**config.mk**
```make
export PLATFORM = sky130hd
export DESIGN_NAME = parallel_to_serial_tx_flat
export DESIGN_NICKNAME = d
export VERILOG_FILES = /design/src/rtl/parallel_to_serial_tx_if.sv /design/src/rtl/parallel_to_serial_tx.sv /design/src/flat_wrapper.sv
export SDC_FILE = /design/constraint.sdc
export NUM_CORES = 1
export LEC_CHECK = 0
export CAP_MARGIN = 5
export CORE_MARGIN = 4
export CORE_UTILIZATION = 45
export CTS_CLUSTER_SIZE = 30
export DETAILED_ROUTE_END_ITERATION = 10
export HOLD_SLACK_MARGIN = 0.02
export PLACE_DENSITY_LB_ADDON = 0.15
export SETUP_SLACK_MARGIN = 0.1
export SLEW_MARGIN = 20
export SYNTH_ARGS = -nofsm -noshare
export SYNTH_HDL_FRONTEND = slang
export SYNTH_SLANG_ARGS = --single-unit
```
**constraint.sdc**
```tcl
create_clock -name Recovered_Bit_Clk -period 4.5 [get_ports Recovered_Bit_Clk]
set_input_delay 0.9 -clock Recovered_Bit_Clk [delete_from_list [all_inputs] [get_ports Recovered_Bit_Clk]]
set_output_delay 0.9 -clock Recovered_Bit_Clk [all_outputs]
set_load 0.03 [all_outputs]
```
**src/rtl/parallel_to_serial_tx_if.sv**
```systemverilog
`default_nettype none
// ============================================================================
// Module      : parallel_to_serial_tx_if
// Description : Valid/ready symbol handshake between a symbol producer and
//               the 10-bit serializer.
// Revision    : 1.0 - initial release
// ============================================================================
interface parallel_to_serial_tx_if #(
  parameter int DATA_WIDTH = 10
);
  logic [DATA_WIDTH-1:0] Tx_Data;
  logic                  Tx_Valid;
  logic                  Tx_Ready;

  // Producer side: presents symbols, observes buffer availability.
  modport master (
    output Tx_Data,
    output Tx_Valid,
    input  Tx_Ready
  );

  // Serializer side: consumes symbols, reports buffer availability.
  modport slave (
    input  Tx_Data,
    input  Tx_Valid,
    output Tx_Ready
  );
endinterface
`default_nettype wire

```
**src/rtl/parallel_to_serial_tx.sv**
```systemverilog
`default_nettype none
// ============================================================================
// Module      : parallel_to_serial_tx
// Description : LSB-first symbol serializer with a one-entry holding buffer,
//               idle-symbol gap fill, polarity inversion, electrical idle and
//               underrun flagging.
// Revision    : 1.0 - initial release
// ============================================================================
module parallel_to_serial_tx #(
  parameter int                    DATA_WIDTH  = 10,
  parameter logic [DATA_WIDTH-1:0] IDLE_SYMBOL = 10'h17C
) (
  input  logic                          Recovered_Bit_Clk,
  input  logic                          Rst_n,
  parallel_to_serial_tx_if.slave        bus,
  input  logic                          TxPolarity,
  input  logic                          TxElecIdle,
  output logic                          Ser_out,
  output logic                          Sym_Start,
  output logic                          Underrun
);

  localparam int              CNT_W    = (DATA_WIDTH > 1) ? $clog2(DATA_WIDTH) : 1;
  localparam logic [CNT_W-1:0] LAST_BIT = CNT_W'(DATA_WIDTH - 1);

  localparam logic [0:0] ELEC_IDLE = 1'b0;
  localparam logic [0:0] SEND      = 1'b1;

  logic [0:0]            state;
  logic [DATA_WIDTH-1:0] shift_reg;
  logic [CNT_W-1:0]      bit_cnt;
  logic [DATA_WIDTH-1:0] hold_reg;
  logic                  hold_valid;

  // Holding buffer capture, bit shifting and symbol-boundary sequencing.
  // The accept path only fires when the buffer is empty and the boundary
  // load only fires when it is full, so the two never collide on hold_valid.
  always_ff @(posedge Recovered_Bit_Clk or negedge Rst_n) begin
    if (!Rst_n) begin
      state      <= ELEC_IDLE;
      shift_reg  <= '0;
      bit_cnt    <= '0;
      hold_reg   <= '0;
      hold_valid <= 1'b0;
      Underrun   <= 1'b0;
    end else begin
      Underrun <= 1'b0;

      if (bus.Tx_Valid && !hold_valid) begin
        hold_reg   <= bus.Tx_Data;
        hold_valid <= 1'b1;
      end

      case (state)
        SEND: begin
          if (bit_cnt < LAST_BIT) begin
            shift_reg <= shift_reg >> 1;
            bit_cnt   <= bit_cnt + 1'b1;
          end else begin
            bit_cnt <= '0;
            if (TxElecIdle) begin
              // Held symbol stays buffered for when the link wakes up.
              state <= ELEC_IDLE;
            end else if (hold_valid) begin
              shift_reg  <= hold_reg;
              hold_valid <= 1'b0;
            end else begin
              shift_reg <= IDLE_SYMBOL;
              Underrun  <= 1'b1;
            end
          end
        end
        default: begin
          // Waking from electrical idle: idle fill here is not an underrun.
          if (!TxElecIdle) begin
            state   <= SEND;
            bit_cnt <= '0;
            if (hold_valid) begin
              shift_reg  <= hold_reg;
              hold_valid <= 1'b0;
            end else begin
              shift_reg <= IDLE_SYMBOL;
            end
          end
        end
      endcase
    end
  end

  // Outputs depend only on registers plus the static polarity control.
  assign bus.Tx_Ready = !hold_valid;
  assign Ser_out      = (state == SEND) ? (shift_reg[0] ^ TxPolarity) : 1'b0;
  assign Sym_Start    = (state == SEND) && (bit_cnt == '0);

endmodule
`default_nettype wire

```
**src/flat_wrapper.sv**
```systemverilog
// flat-port wrapper written by rule: the top's interface ports become plain ports
module parallel_to_serial_tx_flat 
#(
  parameter int                    DATA_WIDTH  = 10,
  parameter logic [DATA_WIDTH-1:0] IDLE_SYMBOL = 10'h17C
)
  (Recovered_Bit_Clk, Rst_n, TxPolarity, TxElecIdle, Ser_out, Sym_Start, Underrun, bus_Tx_Data, bus_Tx_Valid, bus_Tx_Ready);
  parallel_to_serial_tx_if #(.DATA_WIDTH(DATA_WIDTH)) bus_i ();
  input  logic Recovered_Bit_Clk;
  input  logic Rst_n;
  input  logic TxPolarity;
  input  logic TxElecIdle;
  output logic Ser_out;
  output logic Sym_Start;
  output logic Underrun;
  input wire logic [$bits(bus_i.Tx_Data)-1:0] bus_Tx_Data;
  input wire logic [$bits(bus_i.Tx_Valid)-1:0] bus_Tx_Valid;
  output wire logic [$bits(bus_i.Tx_Ready)-1:0] bus_Tx_Ready;
  assign bus_i.Tx_Data = bus_Tx_Data;
  assign bus_i.Tx_Valid = bus_Tx_Valid;
  assign bus_Tx_Ready = bus_i.Tx_Ready;
  parallel_to_serial_tx #(.DATA_WIDTH(DATA_WIDTH), .IDLE_SYMBOL(IDLE_SYMBOL)) u_core (.Recovered_Bit_Clk(Recovered_Bit_Clk), .Rst_n(Rst_n), .bus(bus_i), .TxPolarity(TxPolarity), .TxElecIdle(TxElecIdle), .Ser_out(Ser_out), .Sym_Start(Sym_Start), .Underrun(Underrun));
endmodule
```
# Yosys cells after proc, flatten, opt, wreduce, memory -nomap -nowiden
# Cells that the tools add are included.
[totals] regBits=27 in_bits=15 output_inout_bits=4 word_cells=34
[op_classes] n_addsub=1 order_cmp=1 n_eq_ne=1 mux=20 bitwise_logic=1 n_reduce_logical=4
[ops] operator="10-bit two-way mux" n=4
[ops] operator="1-bit two-way mux" n=13
[ops] operator="4-bit two-way mux" n=3
[ops] operator="4-bit by 1-bit adder with 4-bit output, second input constant" n=1
[ops] operator="4-bit logical NOT" n=1
[ops] operator="4-bit less-than comparator, second input constant" n=1
[ops] operator="1-bit logical AND" n=2
[ops] operator="2-bit by 1-bit inequality test with 1-bit output, second input constant" n=1
[ops] operator="1-bit logical NOT" n=1
[ops] operator="1-bit XOR" n=1

# Logic depth before layout (Yosys ltp)
# Gate-level depths: netlist of the first run.
[logic_depth] depth_word=7 mapped_depth=6 mapped_depth_nobuf=5

# Worst setup path after synthesis of the first run
# No wires, ideal clock.
[synth_path] path_type="input-to-output" from="input port TxPolarity" to="output port Ser_out" arrival_ns=1.410 required_time_ns=3.600 slack_ns=2.190 stages=2 path_buffers=0 path_cell_list="xnor2_1 > nor2_1"
[synth_via] elab_chain_len=2
[synth_lines] element="start: declaration" line="flat_wrapper.sv:11" rtl="input logic TxPolarity;"
[synth_lines] element="1-bit XOR" line="parallel_to_serial_tx.sv:92" rtl="assign Ser_out = (state == SEND) ? (shift_reg[0] ^ TxPolarity) : 1'b0;"
[synth_lines] element="1-bit two-way mux" line="parallel_to_serial_tx.sv:92"
[synth_lines] element="end: declaration" line="flat_wrapper.sv:13" rtl="output logic Ser_out;"
# Every way passes these cells.

# Worst setup path in the final report of the first run
# Ends and elaborated chain as after synthesis.

==> PnR_summary.wiki, run 1 <==
{| class="wikitable"
! Metric !! Value
|-
| Status || completed
|-
| Top layer reached by signal wires || met4
|-
| Area share of the largest cell type after synthesis || a little over half
|-
| Slew of the pin with the lowest slew margin || about 940 ps
|-
| Final Max Slew Viols || 0
|-
| Pwr/cell area || about 620 nW/µm²
|-
| Worst slack after detailed placement || around 1400 ps
|-
| Core Region || approximately 2500 µm²
|-
| Category of the critical setup timing path || input pin to output port
|-
| Switching power share of the total || between 30% and 40%
|-
| Ratio of cells with drive above 1 in the final layout || between 15 and 20%
|-
| Register bit count reported by yosys || 27
|-
| Post-detailed-route wirelength per cell || 13.3 µm
|-
| Number of antenna violations at the first check in global routing || 0
|-
| Root Driver || sky130_fd_sc_hd__clkbuf_4
|-
| RSZ-0062 raised after global routing || false
|-
| Synth Cell Area || between 1000 and 1500 µm²
|-
| Syn Inst Count || 102
|-
| Count of input and output buffers || 18
|-
| Detailed-route wire length || between 2 and 2.5 mm
|-
| Die boundary width || between 60 and 70 µm
|-
| Sequential fraction of the synthesis area || 54.8%
|-
| FILL cells || roughly 230
|-
| Total number of clock tree sinks || 27
|-
| First-pass GRT wire length || between 3 and 4 mm
|-
| Post-route clock skew || 20.8 ps
|-
| Critical path startpoint category || input pin
|-
| Final Worst Setup Slack || around 1400 ps
|-
| Area leader, netlist || sky130_fd_sc_hd__dfrtp_1
|-
| Max Buffers Root-to-Sink || 2
|-
| Max H-tree Level || 1
|-
| Crit Path Max Fanout || 1
|-
| Global router's overall resource usage || 13.1%
|-
| Post-route insts no fill || approximately 150
|-
| Data arrival time of the critical path || 2200 ps
|-
| Post-route ant nets || 0
|-
| Largest net degree at the start of global routing || 22
|-
| Antenna cell count || 0
|-
| Synth Net Count || 120
|-
| Residual overflow from global routing || 0
|-
| Setup violation total in the final timing report || 0
|-
| Worst supply voltage drop on vdd || about 340 µV
|-
| Fraction of power consumed by sequential logic || a little under half
|-
| Nature of the critical path endpoint || output port
|-
| Crit path required time || around 3600 ps
|-
| Commonest non-fill, non-tap cell in the layout || sky130_fd_sc_hd__dfrtp_1
|-
| Area contributors post-synth || sky130_fd_sc_hd__dfrtp_1 55%, sky130_fd_sc_hd__mux2_2 13%, sky130_fd_sc_hd__mux2i_1 4.9%, sky130_fd_sc_hd__inv_1 3.7%, sky130_fd_sc_hd__o22ai_1 3.6%
|-
| Post-layout min period || between 3000 and 4000 ps
|-
| Number of gates resized after cts || 0
|-
| Clock power frac || 11.3%
|-
| Top-Level Pins || 19
|-
| Number of distinct library cells after synthesis || 26
|-
| Worst min-delay path class || flip-flop to flip-flop
|-
| Most frequent cells in the layout || 27 x sky130_fd_sc_hd__dfrtp_1, 18 x sky130_fd_sc_hd__clkdlybuf4s50_1, 14 x sky130_fd_sc_hd__mux2_2
|-
| Die area || 3640 µm²
|-
| # rows || 18
|-
| Total via count after detailed routing || approximately 820
|-
| Net load switching power || 0.319 mW
|-
| Share of power burned in combinational logic || about two fifths
|-
| Max-cap violations || 0
|-
| Die extent in y || approximately 60 µm
|-
| Lkg Pwr || ~0.65 nW
|-
| Dpl cell area || ~1400 µm²
|-
| Met2 wire length || roughly 1000 µm
|-
| NumNets Final || roughly 140
|-
| Syn Area/Cell || about 12 µm²
|-
| PnR Total Power || just over 0.9 mW
|-
| Effective utilization at floorplan || between 40 and 50%
|-
| # hold bufs at CTS || 0
|-
| Finished Cell Area || roughly 1500 µm²
|-
| Slack of the worst reg-to-reg path || 2720 ps
|-
| Routed metal-1 wire length || ~910 µm
|-
| Final Cycle Share || 68.9%
|-
| Final hold violations || 0
|-
| DRC violation count after routing || 0
|-
| Total placed cells including tap cells || between 100 and 150
|-
| Count of buffers added by post-CTS timing repair for setup || 0
|-
| Initial drt markers || 36
|-
| Initial DRT Pass Iterations || 4
|-
| Clock tree from TritonCTS || done
|-
| Clock transition at the register clock pins on the worst setup and hold paths after CTS || 130 ps
|-
| Number of warnings issued by yosys || 0
|-
| Final RePlAce weighted congestion || between 0.7 and 0.8
|-
| Fmax || 322 MHz
|-
| DR vias/cell || ~5.4
|-
| Worst-skew pair later-pin latency || 320 ps
|-
| Internal power contribution || between 0.5 and 0.6 mW
|-
| Wire length on met3 || 110 µm
|-
| Dpl hpwl || between 1 and 1.5 mm
|-
| Clock buffer count from CTS || 3
|-
| Via count of the first global-routing pass || around 840
|-
| Layout overhead on the synthesized area || 18.7%
|-
| Max-slew headroom at the worst pin || approximately 37%
|-
| Final sum of negative setup slack || 0 ps
|}
## metal layers
layer	global-route usage, %	vias up
li1	-	388
met3	1.91	2
met2	23.5	19
met5	0	-
met1	16.7	408
met4	2.85	0
## critical path: stages
cell and delay [ps]:
sky130_fd_sc_hd__clkdlybuf4s50_1 410, sky130_fd_sc_hd__xnor2_1 120, sky130_fd_sc_hd__nor2_1 90, sky130_fd_sc_hd__clkdlybuf4s50_1 670
## area by class of cell
type,count,area (µm²),area share [%]
Tap cell,30,37.5,2.57
Clock buffer,4,26.3,1.80
Sequential cell,27,676,46.2
Multi-Input combinational cell,59,487,33.3
Inverter,13,48.8,3.34
Timing Repair Buffer,19,188,12.8
## power groups by stage
| stage | Sequential [mW] | Clock (mW) | Combinational [mW] |
|---|---|---|---|
| 2_1_floorplan | 0.409 | 0 | 0.307 |
| 3_3_place_gp | 0.429 | 0 | 0.373 |
| 3_5_place_dp | 0.432 | 0 | 0.385 |
| 4_1_cts | 0.426 | 0.106 | 0.386 |
| 5_1_grt | 0.442 | 0.115 | 0.428 |
| 6_report | 0.425 | 0.102 | 0.380 |
## cell usage after synthesis
library cell / n
sky130_fd_sc_hd__a21boi_0: 1
sky130_fd_sc_hd__a21oi_1: 2
sky130_fd_sc_hd__a22o_1: 3
sky130_fd_sc_hd__a31oi_1: 1
sky130_fd_sc_hd__a41oi_1: 1
sky130_fd_sc_hd__buf_2: 2
sky130_fd_sc_hd__buf_6: 1
sky130_fd_sc_hd__dfrtp_1: 27
sky130_fd_sc_hd__ha_1: 3
sky130_fd_sc_hd__inv_1: 12
sky130_fd_sc_hd__inv_2: 1
sky130_fd_sc_hd__mux2_2: 14
sky130_fd_sc_hd__mux2i_1: 6
sky130_fd_sc_hd__nand2_1: 6
sky130_fd_sc_hd__nand2b_1: 2
sky130_fd_sc_hd__nor2_1: 2
sky130_fd_sc_hd__nor2b_1: 2
sky130_fd_sc_hd__nor2b_2: 2
sky130_fd_sc_hd__nor3_1: 1
sky130_fd_sc_hd__nor3b_1: 1
sky130_fd_sc_hd__nor4_1: 1
sky130_fd_sc_hd__o21ai_0: 1
sky130_fd_sc_hd__o21ai_4: 1
sky130_fd_sc_hd__o22ai_1: 7
sky130_fd_sc_hd__or2b_1: 1
sky130_fd_sc_hd__xnor2_1: 1
## kinds of logic after synthesis
logic type	Yosys count	synth area share, %
buffers and inverters	16	5.68
AND/OR/NAND/NOR	18	8.02
adder cells (fa/ha/maj)	3	3.05
AO/OA/AOI/OAI	17	10.1
flip-flops	27	54.8
XOR/XNOR	1	0.711
multiplexers	20	17.7
## path summary, 6_finish.rpt
check                                              start                            end  cells after the start
min in group asynchronous                          Rst_n  u_core.shift_reg[0]$_DFF_PN0_                      1
max in group asynchronous                          Rst_n  u_core.shift_reg[2]$_DFF_PN0_                      2
min reg2reg                u_core.shift_reg[4]$_DFF_PN0_  u_core.shift_reg[3]$_DFF_PN0_                      2
max reg2reg                u_core.bit_cnt[0]$_DFFE_PN0P_  u_core.shift_reg[8]$_DFF_PN0_                      5
max                                           TxPolarity                        Ser_out                      4
min                        u_core.shift_reg[4]$_DFF_PN0_  u_core.shift_reg[3]$_DFF_PN0_                      2
## through the flow
step | hold WS, ps | utilization, %
2_1_floorplan | 480 | -
3_3_place_gp | 490 | 56.4
3_5_place_dp | 499 | 56.4
4_1_cts | 530 | 57.5
5_1_grt | 555 | 57.5
6_report | 526 | 57.5
Note: power is estimated with default switching activity, not from simulation.
==> run 2: changes to the inputs <==
- clock period: 4.5 -> 3.2 ns (I/O delays scaled with it)
==> run 2 against run 1 <==
Hold slack worse by 3.7 ps. First-iteration DRC count shrank 42%. Worst setup slack got worse by 780 ps. Wire length grew 4.3%. Clock power is 43% higher. Critical endpoint unchanged. Largest cell class unchanged. Register-to-register slack lost 1300 ps. Global-route usage increased by 0.27 points.
==> PnR_summary.wiki, run 2 (synthesized netlist as in run 1, its figures left out) <==
{| class="wikitable"
! Metric !! Value
|-
| Max H-tree Level || 1
|-
| Global router's overall resource usage || about an eighth
|-
| NumNets Final || ~140
|-
| Effective utilization at floorplan || 48.4%
|-
| Antenna cell count || 0
|-
| Most frequent cells in the layout || 27 x sky130_fd_sc_hd__dfrtp_1, 18 x sky130_fd_sc_hd__clkdlybuf4s50_1, 14 x sky130_fd_sc_hd__mux2_2
|-
| Global routing usage on met3 || between 1.5 and 2%
|-
| Lkg Pwr || ~0.66 nW
|-
| Count of input and output buffers || 18
|-
| Core Region || about 2500 µm²
|-
| Post-detailed-route wirelength per cell || 13.8 µm
|-
| Top-Level Pins || 19
|-
| Via count of the first global-routing pass || just under 800
|-
| Die extent in y || ~60 µm
|-
| Commonest non-fill, non-tap cell in the layout || sky130_fd_sc_hd__dfrtp_1
|-
| Dpl hpwl || ~1.5 mm
|-
| Crit path required time || around 2600 ps
|-
| Die boundary width || roughly 60 µm
|-
| # rows || 18
|-
| Data arrival time of the critical path || just under 2000 ps
|-
| Die area || ~3600 µm²
|-
| Number of antenna violations at the first check in global routing || 0
|-
| Detailed-route wire length || roughly 2.1 mm
|-
| Total number of clock tree sinks || 27
|-
| Routing usage on met1 || roughly 17%
|-
| Clock buffer count from CTS || 3
|-
| Root Driver || sky130_fd_sc_hd__clkbuf_4
|-
| Worst-skew pair later-pin latency || 330 ps
|-
| Max-cap violations || 0
|-
| GR Util met2 || a little under a quarter
|-
| Post-layout min period || roughly 2600 ps
|-
| Cell-by-cell listing of the critical path || clkdlybuf4s50_1, xnor2_1, nor2_1, clkdlybuf4s50_1
|-
| Initial DRT Pass Iterations || 4
|-
| Worst min-delay path class || flip-flop to flip-flop
|-
| DR vias/cell || 5.25
|-
| # hold bufs at CTS || 0
|-
| Cell with the biggest individual delay on the critical path || sky130_fd_sc_hd__clkdlybuf4s50_1
|-
| Crit Path Max Fanout || 1
|-
| DRC violation count after routing || 0
|-
| Total via count after detailed routing || 804
|-
| Finished Cell Area || ~1500 µm²
|-
| Reg2reg path depth || 5
|-
| Count of buffers added by post-CTS timing repair for setup || 0
|-
| First-pass GRT wire length || 3.57 mm
|-
| Max-slew headroom at the worst pin || approximately 66%
|-
| Combined area of the multi-input logic cells || slightly below 500 µm²
|-
| Post-route ant nets || 0
|-
| Final-layout worst hold slack || ~520 ps
|-
| RSZ-0062 raised after global routing || false
|-
| Max Buffers Root-to-Sink || 2
|-
| Ratio of cells with drive above 1 in the final layout || 18.7%
|-
| Residual overflow from global routing || 0
|-
| Status || completed
|-
| Dpl cell area || about 1400 µm²
|-
| Final hold violations || 0
|-
| Pwr/cell area || slightly below 900 nW/µm²
|-
| Delay of the slowest critical-path stage || between 600 and 700 ps
|-
| Final Max Slew Viols || 0
|-
| Layout overhead on the synthesized area || 19.3%
|-
| Layer with the highest usage || met2
|-
| Largest net degree at the start of global routing || 28
|-
| Number of gates resized after cts || 0
|-
| Clock transition at the register clock pins on the worst setup and hold paths after CTS || 130 ps
|-
| FILL cells || ~220
|-
| Critical path startpoint category || input pin
|-
| Final sum of negative setup slack || 0 ps
|-
| Slew of the pin with the lowest slew margin || 510 ps
|-
| Worst supply voltage drop on vdd || roughly 640 µV
|-
| Final RePlAce weighted congestion || about 0.75
|-
| Fmax || ~390 MHz
|-
| Post-route clock skew || ~7 ps
|-
| WHS Path Cells || 1
|-
| Area occupied by registers || slightly below 700 µm²
|-
| Category of the critical setup timing path || input pin to output port
|-
| Final Cycle Share || about 80%
|-
| Setup violation total in the final timing report || 0
|-
| Initial drt markers || 21
|-
| Clock tree from TritonCTS || done
|-
| Cell mode on critical path || sky130_fd_sc_hd__clkdlybuf4s50_1
|-
| Nature of the critical path endpoint || output port
|}
==> run 2: final cells by class <==
cell class / count / share of cell area (%)
Multi-Input combinational cell: 59 / 33.1
Tap cell: 30 / 2.55
Inverter: 13 / 3.32
Clock buffer: 4 / 1.79
Sequential cell: 27 / 46.0
Timing Repair Buffer: 20 / 13.3
==> run 2: path summary, 6_finish.rpt <==
kind,startpoint,endpoint,slack [ps]
worst max-delay path,TxPolarity,Ser_out,620
worst min-delay path,u_core.shift_reg[8]$_DFF_PN0_,u_core.shift_reg[7]$_DFF_PN0_,520
worst max register to register,u_core.bit_cnt[0]$_DFFE_PN0P_,u_core.shift_reg[0]$_DFF_PN0_,1400
worst min register to register,u_core.shift_reg[8]$_DFF_PN0_,u_core.shift_reg[7]$_DFF_PN0_,520
max in group asynchronous,Rst_n,u_core.hold_reg[9]$_DFFE_PN0P_,2290
min in group asynchronous,Rst_n,u_core.state$_DFF_PN0_,660
==> run 2: stage by stage <==
| stage | power (mW) | setup WS [ps] | instances | util, % |
|---|---|---|---|---|
| 5_1_grt | 1.39 | 570 | 153 | 57.8 |
| 3_5_place_dp | 1.15 | 600 | 149 | 56.7 |
| 6_report | 1.28 | 622 | 153 | 57.8 |
| 2_1_floorplan | 1.01 | 1250 | 102 | - |
| 4_1_cts | 1.29 | 601 | 153 | 57.8 |
| 3_3_place_gp | 1.13 | 630 | 149 | 56.7 |
==> run 2: critical path, delay by kind of cell <==
kind	cells	cell delay (ps)
xor gates and xnor gates	1	130
buffers and inverters	2	1080
and+or+nand+nor	1	80
==> run 2: power by group <==
part	internal, mW	switching (mW)	leakage (nW)
Sequential	0.492	0.105	0.331
Combinational	0.290	0.248	0.311
Clock	0.0489	0.0972	0.0150
Total	0.831	0.450	0.656
==> run 2: routing by layer <==
metal	up-vias	wire length, µm
met1	395	988
met3	4	91
li1	391	-
met2	14	992
met5	-	0
met4	0	35
==> run 3: changes to the inputs <==
- clock period: 3.2 -> 2.57 ns (I/O delays scaled with it)
==> run 3 against run 2 <==
Sequential power grew 25%. Cell area rose by 0.68%. Clock power increased by 21%. Power rose by 25%. Hold slack better by 2.9 ps. Via count up 1.6%. Non-clock buffer count is 1 higher. Cell count is 0.65% higher. Global-route usage decreased by 0.54 points. Sequential cell count is the same. Die area unchanged.
==> PnR_summary.wiki, run 3 (synthesized netlist as in run 1, its figures left out) <==
{| class="wikitable"
! Metric !! Value
|-
| Status || completed
|-
| Global router's overall resource usage || roughly 13%
|-
| Dpl cell area || about 1500 µm²
|-
| Total via count after detailed routing || just over 800
|-
| Ratio of cells with drive above 1 in the final layout || 19.4%
|-
| Combined area of the multi-input logic cells || approximately 490 µm²
|-
| # hold bufs at CTS || 0
|-
| Root Driver || sky130_fd_sc_hd__clkbuf_4
|-
| Detailed-route wire length || roughly 2.1 mm
|-
| Critical path startpoint category || input pin
|-
| Max H-tree Level || 1
|-
| Post-route clock skew || 2.09 ps
|-
| Final RePlAce weighted congestion || just under 0.8
|-
| Final hold violations || 0
|-
| Pwr/cell area || roughly 1100 nW/µm²
|-
| Initial DRT Pass Iterations || 4
|-
| Final Max Slew Viols || 0
|-
| Crit Path Max Fanout || 1
|-
| Count of buffers added by post-CTS timing repair for setup || 0
|-
| Effective utilization at floorplan || between 40% and 50%
|-
| Clock transition at the register clock pins on the worst setup and hold paths after CTS || 130 ps
|-
| Origin of the critical flop-to-flop path || u_core.bit_cnt[0]$_DFFE_PN0P_
|-
| Category of the critical setup timing path || input pin to output port
|-
| Finished Cell Area || ~1500 µm²
|-
| Max-cap violations || 0
|-
| Max Buffers Root-to-Sink || 2
|-
| Total number of clock tree sinks || 27
|-
| Post-detailed-route wirelength per cell || roughly 13 µm
|-
| Crit path required time || roughly 2100 ps
|-
| PnR Total Power || roughly 1.6 mW
|-
| Residual overflow from global routing || 0
|-
| Final sum of negative setup slack || 0 ps
|-
| Clock tree from TritonCTS || done
|-
| Clock buffer count from CTS || 3
|-
| Count of input and output buffers || 18
|-
| Antenna cell count || 0
|-
| Worst slack after detailed placement || 238 ps
|-
| Setup violation total in the final timing report || 0
|-
| NumNets Final || about 140
|-
| Slew of the pin with the lowest slew margin || approximately 510 ps
|-
| First-pass GRT wire length || 3.51 mm
|-
| Number of antenna violations at the first check in global routing || 0
|-
| Die boundary width || 60.3 µm
|-
| Initial drt markers || 23
|-
| Worst-skew pair later-pin latency || just over 300 ps
|-
| Worst hold path startpoint || u_core.hold_reg[7]$_DFFE_PN0P_
|-
| Fmax || about 430 MHz
|-
| Largest net degree at the start of global routing || 28
|-
| Commonest non-fill, non-tap cell in the layout || sky130_fd_sc_hd__dfrtp_1
|-
| Area occupied by registers || just under 700 µm²
|-
| Worst min-delay path class || flip-flop to flip-flop
|-
| Top-Level Pins || 19
|-
| Launch point of the critical path || TxPolarity
|-
| # rows || 18
|-
| Core Region || 2540 µm²
|-
| Via count of the first global-routing pass || about 790
|-
| Max-slew headroom at the worst pin || 65.7%
|-
| Most frequent cells in the layout || 27 x sky130_fd_sc_hd__dfrtp_1, 17 x sky130_fd_sc_hd__clkdlybuf4s50_1, 14 x sky130_fd_sc_hd__mux2_2
|-
| Post-route ant nets || 0
|-
| FILL cells || 224
|-
| Post-layout min period || 2320 ps
|-
| Die area || roughly 3600 µm²
|-
| RSZ-0062 raised after global routing || false
|-
| Data arrival time of the critical path || 1810 ps
|-
| Lkg Pwr || between 0.6 and 0.7 nW
|-
| Layout overhead on the synthesized area || 20.1%
|-
| DR vias/cell || 5.31
|-
| Worst supply voltage drop on vdd || between 500 and 600 µV
|-
| Dpl hpwl || between 1.5 and 2 mm
|-
| Final Worst Setup Slack || between 200 and 250 ps
|-
| Nature of the critical path endpoint || output port
|-
| DRC violation count after routing || 0
|-
| Die extent in y || 60.3 µm
|-
| Final Cycle Share || between 90 and 100%
|}
-- run 3: cell types whose count changed in the layout (fill, tap and decap cells not counted), sizes merged --
cell,delta
dlymetal6s2s,+1
clkdlybuf4s50,-1
buf,+1
-- run 3: path summary, 6_finish.rpt --
check / endpoint / slack [ps] / depth (start not counted)
worst min-delay path: u_core.hold_reg[7]$_DFFE_PN0P_ / 530 / 1
worst max register to register: u_core.shift_reg[7]$_DFF_PN0_ / 760 / 5
worst min register to register: u_core.hold_reg[7]$_DFFE_PN0P_ / 530 / 1
min in group asynchronous: u_core.hold_reg[0]$_DFFE_PN0P_ / 560 / 2
max in group asynchronous: u_core.hold_reg[4]$_DFFE_PN0P_ / 1760 / 2
worst max-delay path: Ser_out / 250 / 4
-- run 3: per-stage QoR --
stage | util, % | hold slack, ps | instances
final | 58.2 | 525 | 154
after floorplan | - | 218 | 102
after detailed placement | 57.0 | 498 | 150
after global routing | 58.2 | 555 | 154
after global placement | 57.0 | 490 | 150
after CTS | 58.1 | 530 | 154
-- run 3: layout make-up --
class	instances	area share, %
inverter	13	3.30
tap	30	2.54
timing repair buffer	21	13.9
clock buffer	4	1.78
sequential	27	45.6
multi-input combinational	59	32.9
-- run 3: critical path, stage by stage --
cell,delay (ps)
sky130_fd_sc_hd__clkdlybuf4s50_1,410
sky130_fd_sc_hd__xnor2_1,130
sky130_fd_sc_hd__nor2_1,80
sky130_fd_sc_hd__clkdlybuf4s50_1,670
-- run 3: what timing repair did --
action / in CTS / in global routing
endpoints found under the hold margin: 0 / 0
setup endpoints to repair: 0 / 1
resized for setup: 0 / 1
-- run 3: metal layers --
metal	wire length, µm	up-vias	share of wire, %	GRT usage (%)
li1	-	396	-	-
met3	101	2	4.9	1.91
met1	964	405	47	16.8
met2	981	14	48	21.5
met4	15	0	0.73	4.75
met5	0	-	0	0
-- run 3: power breakdown --
part | leakage (nW) | switching, mW | internal (mW) | total (mW)
logic | 0.331 | 0.309 | 0.365 | 0.674
clock network | 0.0150 | 0.117 | 0.0607 | 0.177
registers | 0.331 | 0.133 | 0.612 | 0.745
total | 0.677 | 0.558 | 1.04 | 1.60
